<file path="config.mk">
export PLATFORM = sky130hd
export DESIGN_NAME = motor_channel_ctrl
export DESIGN_NICKNAME = d
export VERILOG_FILES = /design/src/rtl/motor_pkg.sv /design/src/rtl/motor_channel_ctrl_pwm_gen.sv /design/src/rtl/motor_channel_ctrl.sv
export SDC_FILE = /design/constraint.sdc
export NUM_CORES = 1
export LEC_CHECK = 0
export ABC_AREA = 1
export CAP_MARGIN = 20
export CORE_UTILIZATION = 30
export DETAILED_ROUTE_END_ITERATION = 12
export PLACE_DENSITY = 0.53
export SYNTH_ARGS = -nofsm -noshare
export SYNTH_HDL_FRONTEND = slang
export SYNTH_HIERARCHICAL = 1
export SYNTH_SLANG_ARGS = --single-unit
</file>
<file path="constraint.sdc">
create_clock -name CLK -period 3.5 [get_ports CLK]
set_input_delay 0.7 -clock CLK [delete_from_list [all_inputs] [get_ports CLK]]
set_output_delay 0.7 -clock CLK [all_outputs]
set_load 0.01 [all_outputs]
</file>
<file path="src/rtl/motor_pkg.sv">
// Shared definitions for the motor channel responders: state encoding,
// default timing constants and a width helper.
package motor_pkg;

    typedef enum logic [2:0] {
        ST_OFF       = 3'd0,
        ST_RAMP      = 3'd1,
        ST_RUN       = 3'd2,
        ST_FAULT     = 3'd3,
        ST_RAMP_DOWN = 3'd4
    } motor_state_e;

    localparam int unsigned PWM_PERIOD_DEF    = 100;
    localparam int unsigned DUTY_MAX_DEF      = 80;
    localparam int unsigned RAMP_STEP_CYC_DEF = 50;
    localparam int unsigned STALL_CYC_DEF     = 1000;
    localparam int unsigned OC_DEBOUNCE_DEF   = 4;

    // ceil(log2(value)); 0 for value <= 1
    function automatic int unsigned clog2_u(input int unsigned value);
        int unsigned width;
        width = 0;
        for (int unsigned i = 0; i < 32; i++) begin
            if ((64'd1 << i) < 64'(value)) width = i + 1;
        end
        return width;
    endfunction

endpackage

</file>
<file path="src/rtl/motor_channel_ctrl_pwm_gen.sv">
// Free-running PWM counter with a registered duty compare.
module pwm_gen
    import motor_pkg::*;
#(
    parameter  int unsigned PWM_PERIOD = PWM_PERIOD_DEF,
    localparam int unsigned DUTY_W     = clog2_u(PWM_PERIOD + 1)
) (
    input  logic              CLK,
    input  logic              RSTn,
    input  logic [DUTY_W-1:0] duty,
    input  logic              force_off,
    output logic              pwm
);

    localparam logic [DUTY_W-1:0] CNT_LAST = DUTY_W'(PWM_PERIOD - 1);

    logic [DUTY_W-1:0] pwm_cnt;

    // duty == 0 never matches, duty == PWM_PERIOD always matches
    always_ff @(posedge CLK) begin
        if (!RSTn) begin
            pwm_cnt <= '0;
            pwm     <= 1'b0;
        end else begin
            pwm_cnt <= (pwm_cnt == CNT_LAST) ? '0 : pwm_cnt + DUTY_W'(1);
            pwm     <= !force_off && (pwm_cnt < duty);
        end
    end

endmodule

</file>
<file path="src/rtl/motor_channel_ctrl.sv">
// Per-motor responder: soft-start, stall watchdog, overcurrent debounce, latched fault.
// Build option MOTOR_CHANNEL_SOFTSTOP_EN adds a RAMP_DOWN soft-stop state.
module motor_channel_ctrl
    import motor_pkg::*;
#(
    parameter int unsigned PWM_PERIOD    = PWM_PERIOD_DEF,
    parameter int unsigned DUTY_MAX      = DUTY_MAX_DEF,
    parameter int unsigned RAMP_STEP_CYC = RAMP_STEP_CYC_DEF,
    parameter int unsigned STALL_CYC     = STALL_CYC_DEF,
    parameter int unsigned OC_DEBOUNCE   = OC_DEBOUNCE_DEF
) (
    input  logic CLK,
    input  logic RSTn,
    input  logic ENA,
    input  logic OC_IN,
    input  logic ENC_TICK,
    output logic PWM_OUT,
    output logic ERR,
    output logic RUNNING
);

    localparam int unsigned DUTY_W  = clog2_u(PWM_PERIOD + 1);
    localparam int unsigned STEP_W  = (clog2_u(RAMP_STEP_CYC) > 0) ? clog2_u(RAMP_STEP_CYC) : 1;
    localparam int unsigned STALL_W = (clog2_u(STALL_CYC) > 0) ? clog2_u(STALL_CYC) : 1;
    localparam int unsigned OC_W    = clog2_u(OC_DEBOUNCE + 1);

    localparam logic [DUTY_W-1:0] DUTY_FULL = DUTY_W'(DUTY_MAX);

    motor_state_e       state, state_d;
    logic [DUTY_W-1:0]  duty, duty_d;
    logic [STEP_W-1:0]  step_cnt, step_cnt_d;
    logic [STALL_W-1:0] stall_cnt, stall_cnt_d;
    logic [OC_W-1:0]    oc_cnt, oc_cnt_d;
    logic               step_done, stall_hit, oc_hit, pwm_off;

    // Each condition fires on the edge at which its counter would reach the limit
    assign step_done = (32'(step_cnt) + 32'd1 >= RAMP_STEP_CYC);
    assign stall_hit = !ENC_TICK && (32'(stall_cnt) + 32'd2 >= STALL_CYC);
    assign oc_hit    = OC_IN && (32'(oc_cnt) + 32'd1 >= OC_DEBOUNCE);
    assign pwm_off   = !(state == ST_RAMP || state == ST_RUN || state == ST_RAMP_DOWN);

    always_comb begin
        state_d     = state;
        duty_d      = duty;
        step_cnt_d  = step_cnt;
        stall_cnt_d = '0;
        oc_cnt_d    = OC_IN ? oc_cnt + OC_W'(1) : '0;
        unique case (state)
            ST_OFF: begin
                oc_cnt_d = '0;
                if (ENA) state_d = ST_RAMP;
            end
            ST_RAMP: begin
                if (oc_hit) begin
                    state_d = ST_FAULT;
                end else if (!ENA) begin
`ifdef MOTOR_CHANNEL_SOFTSTOP_EN
                    state_d    = ST_RAMP_DOWN;
                    step_cnt_d = '0;
`else
                    state_d = ST_OFF;
`endif
                end else if (duty >= DUTY_FULL) begin
                    state_d = ST_RUN;
                end else if (step_done) begin
                    duty_d     = duty + DUTY_W'(1);
                    step_cnt_d = '0;
                    if (duty + DUTY_W'(1) >= DUTY_FULL) state_d = ST_RUN;
                end else begin
                    step_cnt_d = step_cnt + STEP_W'(1);
                end
            end
            ST_RUN: begin
                duty_d      = DUTY_FULL;
                stall_cnt_d = ENC_TICK ? '0 : stall_cnt + STALL_W'(1);
                if (oc_hit || stall_hit) begin
                    state_d = ST_FAULT;
                end else if (!ENA) begin
`ifdef MOTOR_CHANNEL_SOFTSTOP_EN
                    state_d    = ST_RAMP_DOWN;
                    step_cnt_d = '0;
`else
                    state_d = ST_OFF;
`endif
                end
            end
            ST_FAULT: begin
                if (!ENA) state_d = ST_OFF;
            end
`ifdef MOTOR_CHANNEL_SOFTSTOP_EN
            ST_RAMP_DOWN: begin
                if (oc_hit) begin
                    state_d = ST_FAULT;
                end else if (ENA) begin
                    state_d    = ST_RAMP;
                    step_cnt_d = '0;
                end else if (duty == '0) begin
                    state_d = ST_OFF;
                end else if (step_done) begin
                    duty_d     = duty - DUTY_W'(1);
                    step_cnt_d = '0;
                    if (duty == DUTY_W'(1)) state_d = ST_OFF;
                end else begin
                    step_cnt_d = step_cnt + STEP_W'(1);
                end
            end
`endif
            default: state_d = ST_OFF;
        endcase
        // OFF and FAULT keep the gate idle and every counter cleared
        if (state_d == ST_OFF || state_d == ST_FAULT) begin
            duty_d      = '0;
            step_cnt_d  = '0;
            stall_cnt_d = '0;
            oc_cnt_d    = '0;
        end
    end

    // ERR/RUNNING decode the next state so they switch on the same edge as state
    always_ff @(posedge CLK) begin
        if (!RSTn) begin
            state     <= ST_OFF;
            duty      <= '0;
            step_cnt  <= '0;
            stall_cnt <= '0;
            oc_cnt    <= '0;
            ERR       <= 1'b0;
            RUNNING   <= 1'b0;
        end else begin
            state     <= state_d;
            duty      <= duty_d;
            step_cnt  <= step_cnt_d;
            stall_cnt <= stall_cnt_d;
            oc_cnt    <= oc_cnt_d;
            ERR       <= (state_d == ST_FAULT);
            RUNNING   <= (state_d == ST_RUN);
        end
    end

    pwm_gen #(
        .PWM_PERIOD (PWM_PERIOD)
    ) u_pwm (
        .CLK       (CLK),
        .RSTn      (RSTn),
        .duty      (duty),
        .force_off (pwm_off),
        .pwm       (PWM_OUT)
    );

endmodule

</file>
==> parameters.txt <==
Parameter                              Value

Power
  Power per standard cell area    300.2 nW/um^2
  PnR Total Power    0.8118 mW
  Largest voltage drop on the vdd net    0.2240 mV
  Static Leak    1.111 nW

Clocking
  Htree depth    2
  Number of buffers created by CTS    5
  Bufs on Longest Clock Path    2
  Number of cells upsized or downsized after cts    0
  CTS Hold Buffers Added    0
  Post-CTS setup repair buffer count    0
  Clock tree from TritonCTS    built
  Later-pin clock latency in the skew report    0.29 ns
  Number of clock sinks    39
  Clk Tree Root Cell    sky130_fd_sc_hd__clkbuf_8
  Clock Pin Slew Worst Setup and Hold Paths    0.08 ns

Final layout
  Share of final-layout standard cells stronger than drive strength 1    13.97%
  Ant diodes    0
  Number of nets in the layout    377
  Synthesis-to-finish area growth    9.863%
  Area of the multi-input gates    1419 sq um
  Count of filler cells inserted in the layout    848
  Seq. cell area    780.7 sq um

Worst setup path
  Critical setup path kind    flop to flop
  Worst-path fanout max    13
  Flop-to-flop setup slack    1.34 ns
  Crit path capture    duty[1]$_SDFFE_PP0P_
  Data required time of the critical path    3.68 ns
  Startpoint type of the worst setup path    flop
  Crit path capture type    flop
  Crit. Startpoint    step_cnt[0]$_SDFFE_PP0P_
  R2R depth    16
  Data arrival time at the worst-slack endpoint    2.34 ns
  End of the worst register-to-register path    duty[1]$_SDFFE_PP0P_
  Worst R2R Start    step_cnt[0]$_SDFFE_PP0P_

Synth
  Number of enable-type register cells in the synthesized netlist    0
  Sequential cell area fraction in the yosys report    31.72%
  Xor and xnor fraction of the mapped netlist area    3.915%
  Top cells by area in the synthesized netlist    sky130_fd_sc_hd__dfxtp_1, sky130_fd_sc_hd__nand2_1, sky130_fd_sc_hd__inv_1
  Largest family of logic cells by synthesized area    simple AND/OR/NAND/NOR gates
  Share of the synthesized area in compound gates (AO/OA/AOI/OAI)    7.778%
  Synth Instances    346
  Async S/R FF share, synth    0%
  Most area-hungry cell type in the Yosys netlist    sky130_fd_sc_hd__dfxtp_1
  Multiplexer area fraction after synthesis    0%
  Distinct cell type count of the synthesized netlist    35
  Share of synthesized cell area in and, or, nand and nor gates    38.03%
  Most frequent cell after synthesis    sky130_fd_sc_hd__nand2_1
  Register bit total from synthesis    39
  Post-synthesis share of cell area spent on full adders, half adders and majority gates    7.626%
  Post-synthesis area per instance    7.113 sq um
  Top cell type's share of synthesized area    31.72%
  Synth warnings    6
  Top cells by count, synth    sky130_fd_sc_hd__nand2_1, sky130_fd_sc_hd__inv_1, sky130_fd_sc_hd__nor2_1
  Post-synthesis instance area    2461 sq um
  Post-synth top flop    sky130_fd_sc_hd__dfxtp_1

Routing
  Routed via count    1966
  TritonRoute pass-1 iters    4
  Via-per-instance ratio    4.274
  Number of violations reported at the end of detailed-routing iteration 0    74
  Average routed wire per standard cell    9.722 um
  Final WL    4.472 mm
  Number of remaining DRC errors    0
  Final antenna-violating net count    0

Timing
  Number of pins exceeding their max-slew limit in the final report    0
  Final TNS setup    0 ns
  Maximum achievable frequency    462.0 MHz
  Post-route fraction of the period consumed by the critical path    61.84%
  Worst hold slack after final layout    0.4493 ns
  Setup violators final    0
  Final critical-path required period    2.165 ns
  Largest clock skew in the final design    0.007319 ns
  Final hold violation count    0
  Setup repair after global routing missed its margin    no

Place
  Detailed placer's ending HPWL    3.413 mm
  Port Buffer Count    7
  Placer Congestion    0.7894

Floorplanning
  Die Area    8570 sq um
  Die Height    92.58 um
  Die span in x    92.58 um
  Number of cell rows    32
  Effective utilization at floorplan    31.36%
  Number of top-level pins    8
  Placeable core region    7848 sq um

Min path
  Min-Delay Path Class    flop to flop

Status
  Outcome    complete, no violations

Global route
  Remaining Overflow, GRT    0
  Antenna violations before repair    0
  Largest net degree at the start of global routing    15
  Global Route Usage Sum    11.76%
  Number of global-route vias before repair    1826
  Wire length of the first global-routing pass    8.031 mm

Run
  Maximum Capacitance Violations    0
-- cell families (layout without fill, tap and decap cells) --
kind of cell | count (synthesis) | in the layout
flops | 39 | 39
buf+inv | 64 | 75
fa+ha+maj | 15 | 15
xor+xnor | 11 | 11
other cells | 1 | 2
compound gates | 33 | 33
simple gates | 183 | 183
-- cell type report --
class	count	share of cell area (%)
Inverter	60	8.329
Timing Repair Buffer	7	2.591
Tap cell	102	4.720
Clock buffer	7	2.823
Multi-Input combinational cell	244	52.48
Clock inverter	1	0.1851
Sequential cell	39	28.88
-- per-layer routing --
metal  vias to the layer above  track usage (%)  routed length, um
li1                       1081                -                  -
met1                       853            15.23               2289
met2                        25            18.95               1971
met3                         7            2.463                136
met4                         0            4.688                 74
met5                         -                0                  0
-- power by group --
part	switching, mW	leakage [nW]	total, mW	internal [mW]
Sequential	0.00574	0.316	0.455	0.450
Clock	0.159	0.0422	0.299	0.140
Combinational	0.0367	0.753	0.0572	0.0205
-- cells in the final DEF, fill, tap and decap left out, drive strengths merged, types with 2 or more instances in the layout --
| master | instances |
|---|---|
| a21oi | 11 |
| clkbuf | 7 |
| clkdlybuf4s50 | 7 |
| conb | 2 |
| dfxtp | 39 |
| ha | 15 |
| inv | 60 |
| nand2 | 93 |
| nand3 | 20 |
| nand4 | 4 |
| nor2 | 56 |
| nor3 | 7 |
| o21ai | 16 |
| o22ai | 3 |
| or2 | 2 |
| xnor2 | 4 |
| xor2 | 7 |
-- per-stage QoR --
step                      utilization, %  instance area (sq um)  cells  setup WS [ns]
after floorplan                        -                   2465    347          1.651
after global placement             33.42                   2623    452          1.138
after detailed placement           33.42                   2623    452          1.107
after CTS                          34.45                   2704    460          1.318
after global routing               34.45                   2704    460          1.125
final                              34.45                   2704    460          1.335
-- sequential cells by signal, indices dropped and copies added (netlist names) --
| name | flops |
|---|---|
| u_pwm/pwm | 1 |
| RUNNING | 1 |
| step_cnt | 6 |
| oc_cnt | 3 |
| stall_cnt | 10 |
| ERR | 1 |
| duty | 7 |
| u_pwm/pwm_cnt | 7 |
| state | 3 |
-- worst min path at each step --
stage                                       to  depth (start not counted)                 start
final                     oc_cnt[0]$_SDFF_PP0_                          1  oc_cnt[0]$_SDFF_PP0_
after global routing      oc_cnt[0]$_SDFF_PP0_                          1  oc_cnt[0]$_SDFF_PP0_
after CTS                 oc_cnt[0]$_SDFF_PP0_                          1  oc_cnt[0]$_SDFF_PP0_
after detailed placement  oc_cnt[0]$_SDFF_PP0_                          1  oc_cnt[0]$_SDFF_PP0_
after global placement    oc_cnt[0]$_SDFF_PP0_                          1  oc_cnt[0]$_SDFF_PP0_
after floorplan           oc_cnt[0]$_SDFF_PP0_                          1  oc_cnt[0]$_SDFF_PP0_
-- worst max-delay path, cell delays in order, from the launching register on --
cell	delay, ns
sky130_fd_sc_hd__dfxtp_1	0.46
sky130_fd_sc_hd__ha_1	0.27
sky130_fd_sc_hd__inv_1	0.05
sky130_fd_sc_hd__nand2_1	0.05
sky130_fd_sc_hd__nand2_1	0.07
sky130_fd_sc_hd__nor2_1	0.10
sky130_fd_sc_hd__nand2_1	0.08
sky130_fd_sc_hd__nand3_2	0.07
sky130_fd_sc_hd__nand2_2	0.06
sky130_fd_sc_hd__nand2_1	0.07
sky130_fd_sc_hd__nand2_1	0.05
sky130_fd_sc_hd__nand2_1	0.08
sky130_fd_sc_hd__nand2_2	0.07
sky130_fd_sc_hd__nand2_2	0.11
sky130_fd_sc_hd__nand2_4	0.09
sky130_fd_sc_hd__nand2_4	0.28
sky130_fd_sc_hd__nor2_1	0.08
(Power assumes the default switching activity.)
